## config.mk

```make
export PLATFORM = sky130hd
export DESIGN_NAME = bin2bcd_4digit
export DESIGN_NICKNAME = d
export VERILOG_FILES = /design/src/rtl/seg_pkg.sv /design/src/rtl/bcd_add3.sv /design/src/rtl/bin2bcd_4digit.sv
export SDC_FILE = /design/constraint.sdc
export NUM_CORES = 1
export LEC_CHECK = 0
export CORE_AREA = 5 5 91 76
export CTS_BUF_LIST = sky130_fd_sc_hd__clkbuf_8
export DETAILED_ROUTE_END_ITERATION = 12
export DIE_AREA = 0 0 96 81
export DONT_BUFFER_PORTS = 1
export SYNTH_ARGS = -nofsm -noshare
export SYNTH_HDL_FRONTEND = slang
export SYNTH_SLANG_ARGS = --single-unit
```

## constraint.sdc

```tcl
create_clock -name CLK -period 1.85 [get_ports CLK]
set_clock_uncertainty 0.2 [all_clocks]
set_input_delay 0.37 -clock CLK [delete_from_list [all_inputs] [get_ports CLK]]
set_output_delay 0.37 -clock CLK [all_outputs]
set_load 0.03 [all_outputs]
```

## src/rtl/seg_pkg.sv

```systemverilog
// Shared types and constants for the binary-to-BCD converter feeding the 7-segment driver.
package seg_pkg;

    localparam int BIN_W   = 14;
    localparam int DIGITS  = 4;
    localparam int BCD_MAX = 9999;
    localparam int CNT_W   = 4;
    localparam int BCD_W   = 4 * DIGITS;
    localparam int SR_W    = BIN_W + BCD_W;

    localparam logic [BCD_W-1:0] BCD_SAT     = 16'h9999;
    localparam logic [BIN_W-1:0] BCD_MAX_BIN = BIN_W'(BCD_MAX);
    localparam logic [CNT_W-1:0] LAST_ITER   = CNT_W'(BIN_W - 1);

    typedef enum logic [1:0] {
        IDLE  = 2'd0,
        SHIFT = 2'd1,
        FIN   = 2'd2
    } state_t;

endpackage

```

## src/rtl/bcd_add3.sv

```systemverilog
// Double-dabble nibble correction: a digit of 5 or more gets +3 before the next shift.
module bcd_add3 (
    input  logic [3:0] nib_in,
    output logic [3:0] nib_out
);

    always_comb begin
        nib_out = (nib_in >= 4'd5) ? nib_in + 4'd3 : nib_in;
    end

endmodule

```

## src/rtl/bin2bcd_4digit.sv

```systemverilog
// Sequential 14-bit binary to 4-digit packed BCD converter with START/BUSY/DONE handshake.
// Optional leading-zero blanking mask enabled by defining LEADING_ZERO_BLANK_EN.
//
//   state | meaning
//   IDLE  | waiting for START; outputs hold last result
//   SHIFT | one add-3/shift iteration per cycle, 14 in total
//   FIN   | publish result, pulse DONE; a new START is accepted here
module bin2bcd_4digit
    import seg_pkg::*;
(
    input  logic               CLK,
    input  logic               RST,
    input  logic               START,
    input  logic [BIN_W-1:0]   BIN,
    output logic               BUSY,
    output logic               DONE,
    output logic [BCD_W-1:0]   BCD,
    output logic               OVF,
    output logic [DIGITS-1:0]  BLANK
);

    state_t             state_q, state_d;
    logic [SR_W-1:0]    sr_q, sr_d;
    logic [CNT_W-1:0]   cnt_q, cnt_d;
    logic               ovf_pend_q, ovf_pend_d;
    logic               busy_q, busy_d;
    logic               done_q, done_d;
    logic [BCD_W-1:0]   bcd_q, bcd_d;
    logic               ovf_q, ovf_d;
    logic [BCD_W-1:0]   bcd_adj;
    logic               accept;

    for (genvar g = 0; g < DIGITS; g++) begin : g_adj
        bcd_add3 u_add3 (
            .nib_in  (sr_q[BIN_W + 4*g +: 4]),
            .nib_out (bcd_adj[4*g +: 4])
        );
    end

    always_comb begin
        state_d    = state_q;
        sr_d       = sr_q;
        cnt_d      = cnt_q;
        ovf_pend_d = ovf_pend_q;
        busy_d     = busy_q;
        done_d     = 1'b0;
        bcd_d      = bcd_q;
        ovf_d      = ovf_q;
        accept     = START && ((state_q == IDLE) || (state_q == FIN));

        case (state_q)
            IDLE: ;
            SHIFT: begin
                // The top BCD bit falls off the end; that only happens for inputs that saturate anyway.
                sr_d  = {bcd_adj, sr_q[BIN_W-1:0]} << 1;
                cnt_d = cnt_q + CNT_W'(1);
                if (cnt_q == LAST_ITER) begin
                    state_d = FIN;
                end
            end
            FIN: begin
                bcd_d   = ovf_pend_q ? BCD_SAT : sr_q[SR_W-1:BIN_W];
                ovf_d   = ovf_pend_q;
                done_d  = 1'b1;
                busy_d  = 1'b0;
                state_d = IDLE;
            end
            default: state_d = IDLE;
        endcase

        if (accept) begin
            sr_d       = {{BCD_W{1'b0}}, BIN};
            cnt_d      = '0;
            ovf_pend_d = (BIN > BCD_MAX_BIN);
            busy_d     = 1'b1;
            state_d    = SHIFT;
        end
    end

    always_ff @(posedge CLK) begin
        if (RST) begin
            state_q    <= IDLE;
            sr_q       <= '0;
            cnt_q      <= '0;
            ovf_pend_q <= 1'b0;
            busy_q     <= 1'b0;
            done_q     <= 1'b0;
            bcd_q      <= '0;
            ovf_q      <= 1'b0;
        end else begin
            state_q    <= state_d;
            sr_q       <= sr_d;
            cnt_q      <= cnt_d;
            ovf_pend_q <= ovf_pend_d;
            busy_q     <= busy_d;
            done_q     <= done_d;
            bcd_q      <= bcd_d;
            ovf_q      <= ovf_d;
        end
    end

    assign BUSY = busy_q;
    assign DONE = done_q;
    assign BCD  = bcd_q;
    assign OVF  = ovf_q;

`ifdef LEADING_ZERO_BLANK_EN
    logic [DIGITS-1:0] blank_q, blank_d;

    // Scan from the most significant digit; digit 0 always stays lit.
    function automatic logic [DIGITS-1:0] lead_zero_mask(input logic [BCD_W-1:0] d);
        logic [DIGITS-1:0] m;
        logic              seen;
        m    = '0;
        seen = 1'b0;
        for (int i = DIGITS - 1; i >= 1; i--) begin
            if (d[4*i +: 4] != 4'd0) begin
                seen = 1'b1;
            end
            if (!seen) begin
                m[i] = 1'b1;
            end
        end
        return m;
    endfunction

    always_comb begin
        blank_d = blank_q;
        if (state_q == FIN) begin
            blank_d = lead_zero_mask(bcd_d);
        end
    end

    always_ff @(posedge CLK) begin
        if (RST) begin
            blank_q <= '0;
        end else begin
            blank_q <= blank_d;
        end
    end

    assign BLANK = blank_q;
`else
    assign BLANK = '0;
`endif

endmodule
```

# Word-level counts from Yosys, hierarchy flattened
# Cells that the tools add are included.
[totals]
rom_bits = 0
word_cells = 48
ram_bits = 0
regBits = 56
latch_bits = 0
out_inout_bits = 23
n_memories = 0
input_bits = 17
[op_classes]
n_eq_ne = 6
n_mux = 13
mul = 0
add_sub_neg = 5
magnitude_cmp = 5
div = 0
n_reduce_logical = 8
shifts = 0
bitwise_logic = 1
[ops]
columns = ["cell", "count"]
rows = [
  ["$mux W14", 2],
  ["$ge A4 B3 Y1 const B", 4],
  ["$mux W16", 1],
  ["$gt A14 B14 Y1 const B", 1],
  ["$add A4 B2 Y4 const B", 3],
  ["$mux W4", 3],
  ["$add A4 B1 Y4 const B", 1],
  ["$eq A4 B4 Y1 const B", 1],
  ["$mux W1", 4],
  ["$ne A2 B2 Y1 const B", 2],
  ["$pmux W2 S2", 1],
  ["$reduce_and A2 Y1", 2],
  ["$reduce_bool A2 Y1", 2],
  ["$add A3 B2 Y3 const B", 1],
  ["$mux W3", 1],
  ["$ne A3 B3 Y1 const B", 1],
  ["$eq A2 B1 Y1 const B", 1],
  ["$eq A2 B2 Y1 const B", 1],
  ["$logic_not A2 Y1", 1],
  ["$mux W2", 1],
  ["$reduce_or A2 Y1", 1],
  ["$logic_and A1 B1 Y1", 1],
  ["$logic_or A1 B1 Y1", 1],
  ["$not A1 Y1", 1],
]

# Longest topological paths before layout
[logic_depth]
word_depth = 5
mapped_depth = 6
mapped_depth_nobuf = 6

# Modules after synthesis
# A second synthesis with hierarchy kept.
[hier_totals]
hier_cells = 322
hier_area_um2 = 2591.2
[modules_own_cells]
columns = ["module", "instances", "cells_per_inst", "seq_area_each_um2", "area_per_inst_um2"]
rows = [
  ["bin2bcd_4digit", 1, 258, 1121.1, 2185.8],
  ["bcd_add3", 4, 16, 0.0, 101.3],
]

# Worst setup path after synthesis
# No wires, ideal clock.
[synth_timing]
path_type = "input -> register"
from = "in RST"
to = "reg sr_q[24]"
arrival_time_ps = 1395
path_slack_ps = 192
stages = 5
path_buffers = 2
required_time_ps = 1588
path_cell_list = "clkbuf_1 > nand2b_4 > buf_6 > or4_1 > nand3_1"
[synth_via]
elab_chain_len = 1
[synth_rtl]
columns = ["item", "line", "source"]
rows = [
  ["start: declaration", "bin2bcd_4digit.sv:12", "input logic RST,"],
  ["$reduce_or A2 Y1 (no line)", "--", ""],
  ["end signal: assignment", "bin2bcd_4digit.sv:92", "sr_q <= sr_d;"],
  ["end: declaration", "bin2bcd_4digit.sv:23", "logic [SR_W-1:0] sr_q, sr_d;"],
]
# Every way passes these cells.
# A chain may end at the register's enable or synchronous reset.

# Final worst setup path
[layout_timing]
from = "reg sr_q[19]"
to = "reg sr_q[19]"
[layout_via]
elab_chain_len = 2
[layout_rtl]
columns = ["item", "line", "source"]
rows = [
  ["$ge A4 B3 Y1", "bcd_add3.sv:8", "nib_out = (nib_in >= 4'd5) ? nib_in + 4'd3 : nib_in;"],
  ["$mux W4", "bcd_add3.sv:8", ""],
]
# Every way passes these cells.

==> impl_metrics.env <==
export IMPL_drt_total_wl_um=5540
export IMPL_grt_max_degree=36
export IMPL_r2r_cells=6
export IMPL_drtIter0Drc=174
export IMPL_nets=329
export IMPL_swShare_pct=26.5
export IMPL_crit_start="sr_q[19]"
export IMPL_grt_pass1_vias=1915
export IMPL_fmax_mhz=580
export IMPL_cts_setup_buffers=0
export IMPL_cts_max_level=2
export IMPL_firstDrtPassIters=4
export IMPL_end_kind="flop"
export IMPL_grt_remaining_overflow=0
export IMPL_ir_worst_vdd_v=0.000375
export IMPL_dp_cells=375
export IMPL_critPathTopFamily="compound AO/OA/AOI/OAI gates"
export IMPL_critical_path_cell_chain="inv_1 > ha_1 > nand2b_1 > a21oi_1 > or4_1 > o311ai_0"
export IMPL_grt_usage_pct=15.3
export IMPL_antenna_found_initial=0
export IMPL_internal_power_w=0.00158
export IMPL_powerDensity_mw_per_mm2=795
export IMPL_finalSetupViolCount=0
export IMPL_cp_num_buf_inv=1
export IMPL_whs_endpoint="ovf_pend_q"
export IMPL_final_cells=384
export IMPL_regToRegSetupSlack_ns=0.13
export IMPL_clk_path_buf_depth=2
export IMPL_critPathLaunchType="flop"
export IMPL_fin_crit_sh_pct=93.2
export IMPL_die_height_um=81
export IMPL_p_switching_w=0.000570
export IMPL_syn_area_mm2=0.00251
export IMPL_busiest_layer="met2"
export IMPL_synth_seq_cells=56
export IMPL_syn_area_per_cell_um2=8.22
export IMPL_leakage_nw=0.944
export IMPL_detail_route_wl_per_cell_um=14.4
export IMPL_worstPathRequired_ns=1.83
export IMPL_dieArea_mm2=0.00778
export IMPL_met3_usage_pct=4.35
export IMPL_multi_input_area_mm2=0.00124
export IMPL_cpPeakStageDelay_ns=0.37
export IMPL_layout_drive_gt1_share_pct=8.25
export IMPL_r2r_start="sr_q[19]"
export IMPL_min_path_type="in2reg"
export IMPL_synth_seq_area_share_pct=44.6
export IMPL_worstHoldStart="BIN[13]"
export IMPL_rsz0062_at_grt="false"
export IMPL_dp_hpwl_um=3660
export IMPL_status="finished clean"
export IMPL_design_core_area_mm2=0.00582
export IMPL_cap_viol_max_count=0
export IMPL_drc_errors=0
export IMPL_synthCells=306
export IMPL_cts_root_buffer="clkbuf_8"
export IMPL_io_pins=40
export IMPL_cts_tree="built"
export IMPL_finalHoldViolCount=0
export IMPL_num_vias=2020
export IMPL_die_w_um=96
export IMPL_ys_flop_type="dfxtp_1"
export IMPL_rows=25
export IMPL_grt_pass1_wl_um=9350
export IMPL_combPwrFrac_pct=9.4
export IMPL_p_seq_share_pct=58.8
export IMPL_final_antenna_net_count=0
export IMPL_crit_fanout=5
export IMPL_cp_slowest_cell="dfxtp_1"
export IMPL_cts_sinks=56
export IMPL_cts_buffers=5
export IMPL_ys_warn_count=0
export IMPL_crit_arrival_ns=1.70
export IMPL_path_clk_slew_ns=0.10
export IMPL_synth_edff_count=0
export IMPL_met2_usage_pct=23.5
export IMPL_drv_slew=0
export IMPL_place_congestion=0.798
export IMPL_via_per_inst=5.26
export IMPL_rr_endpoint="sr_q[19]"
export IMPL_crit_type="reg2reg"
export IMPL_layout_min_cycle_time_ns=1.72
export IMPL_area_growth_syn_to_layout_pct=7.51
export IMPL_start_util_pct=43.2
export IMPL_io_buffers=0
export IMPL_yosysUniqueCellTypes=34
export IMPL_fin_tns_setup_ns=0
export IMPL_hold_path_depth=2
export IMPL_regArea_mm2=0.00112
export IMPL_antenna_cells=0
export IMPL_fillers=595
export IMPL_clkPwrFrac_pct=31.8
export IMPL_insertion_delay_ns=0.31
export IMPL_met1_usage_pct=20.6
export IMPL_async_reset_ff_share_pct=0
==> registers in the layout, summed over array words and instances, names as in the netlist <==
signal and count:
DONE 1, OVF 1, cnt_q 4, sr_q 30, ovf_pend_q 1, BUSY 1, BCD 16, state_q 2
==> cell usage after synthesis (2+ instances only) <==
cell | count | area, um2
buf_2 | 5 | 25.0
buf_6 | 2 | 22.5
o32ai_1 | 3 | 26.3
nand2b_1 | 7 | 43.8
nand4_1 | 9 | 56.3
ha_1 | 10 | 125
nand2_1 | 41 | 154
dfxtp_1 | 56 | 1120
a21oi_1 | 20 | 100
nand3b_1 | 4 | 30.0
or4_1 | 8 | 60.1
nor2_1 | 37 | 139
xor2_1 | 5 | 43.8
buf_1 | 3 | 11.3
o21ai_0 | 7 | 35.0
inv_1 | 9 | 33.8
a311oi_1 | 12 | 105
clkbuf_1 | 11 | 41.3
buf_4 | 4 | 30.0
nand3_1 | 13 | 65.1
nor3_1 | 23 | 115
o311ai_0 | 4 | 35.0
nor2b_1 | 2 | 12.5
==> worst max-delay path by stage <==
stage,endpoint,slack [ns],depth (start not counted)
after floorplan,sr_q[24],0.19,5
after global placement,sr_q[19],0.14,6
after detailed placement,sr_q[19],0.11,6
after CTS,sr_q[19],0.08,6
after global routing,sr_q[15],0.02,4
final,sr_q[19],0.13,6
==> placed cells by master (no fill, tap or decap), drive strengths merged, types with 9 or more instances in the layout <==
master / n
a21oi: 20
a311oi: 12
buf: 12
dfxtp: 56
ha: 10
inv: 10
nand2: 41
nand3: 13
nand4: 9
nor2: 37
nor3: 23
==> logic make-up after synthesis <==
group / share of synthesized area, %
flip-flops: 44.6
AND/OR/NAND/NOR: 28.0
XOR/XNOR: 2.09
adder cells (fa/ha/maj): 4.98
AO/OA/AOI/OAI: 13.1
multiplexers: 0.398
other: 0.149
buffers and inverters: 6.72
==> power groups by stage <==
| stage | sequential (W) | combinational, W | clock, W |
|---|---|---|---|
| global route | 0.00127 | 0.000227 | 0.000768 |
| global placement | 0.00129 | 0.000184 | 0 |
| floorplan | 0.00129 | 0.000160 | 0 |
| CTS | 0.00126 | 0.000204 | 0.000714 |
| detailed placement | 0.00129 | 0.000186 | 0 |
| finish | 0.00126 | 0.000202 | 0.000684 |
==> routing by layer <==
metal / part of all wire, % / wire length, um
met1: 50 / 2790
met2: 43 / 2370
met3: 5.4 / 301
met4: 1.5 / 81
met5: 0 / 0
==> layout make-up <==
cell class / count / share of cell area [%]
multi-input combinational: 218 / 45.8
sequential: 56 / 41.6
timing repair buffer: 12 / 4.26
tap: 81 / 3.75
clock buffer: 5 / 2.55
inverter: 9 / 1.25
clock inverter: 3 / 0.787
==> repair_timing <==
item,4_1_cts,5_1_grt
setup endpoints to repair,0,4
endpoints found under the hold margin,35,0
gates resized for setup,0,3
hold buffers,1,0
==> metrics by stage <==
| step | setup slack, ns | power [W] | instance area, um2 | hold slack (ns) | util (%) |
|---|---|---|---|---|---|
| after floorplan | 0.192 | 0.00145 | 2530 | 0.232 | - |
| after global placement | 0.140 | 0.00147 | 2590 | 0.247 | 44.5 |
| after detailed placement | 0.112 | 0.00148 | 2590 | 0.247 | 44.5 |
| after CTS | 0.0788 | 0.00218 | 2700 | 0.0117 | 46.4 |
| after global routing | 0.0193 | 0.00226 | 2700 | 0.0155 | 46.5 |
| final | 0.125 | 0.00215 | 2700 | 0.0288 | 46.5 |
Note: power is estimated with default switching activity, not from simulation.
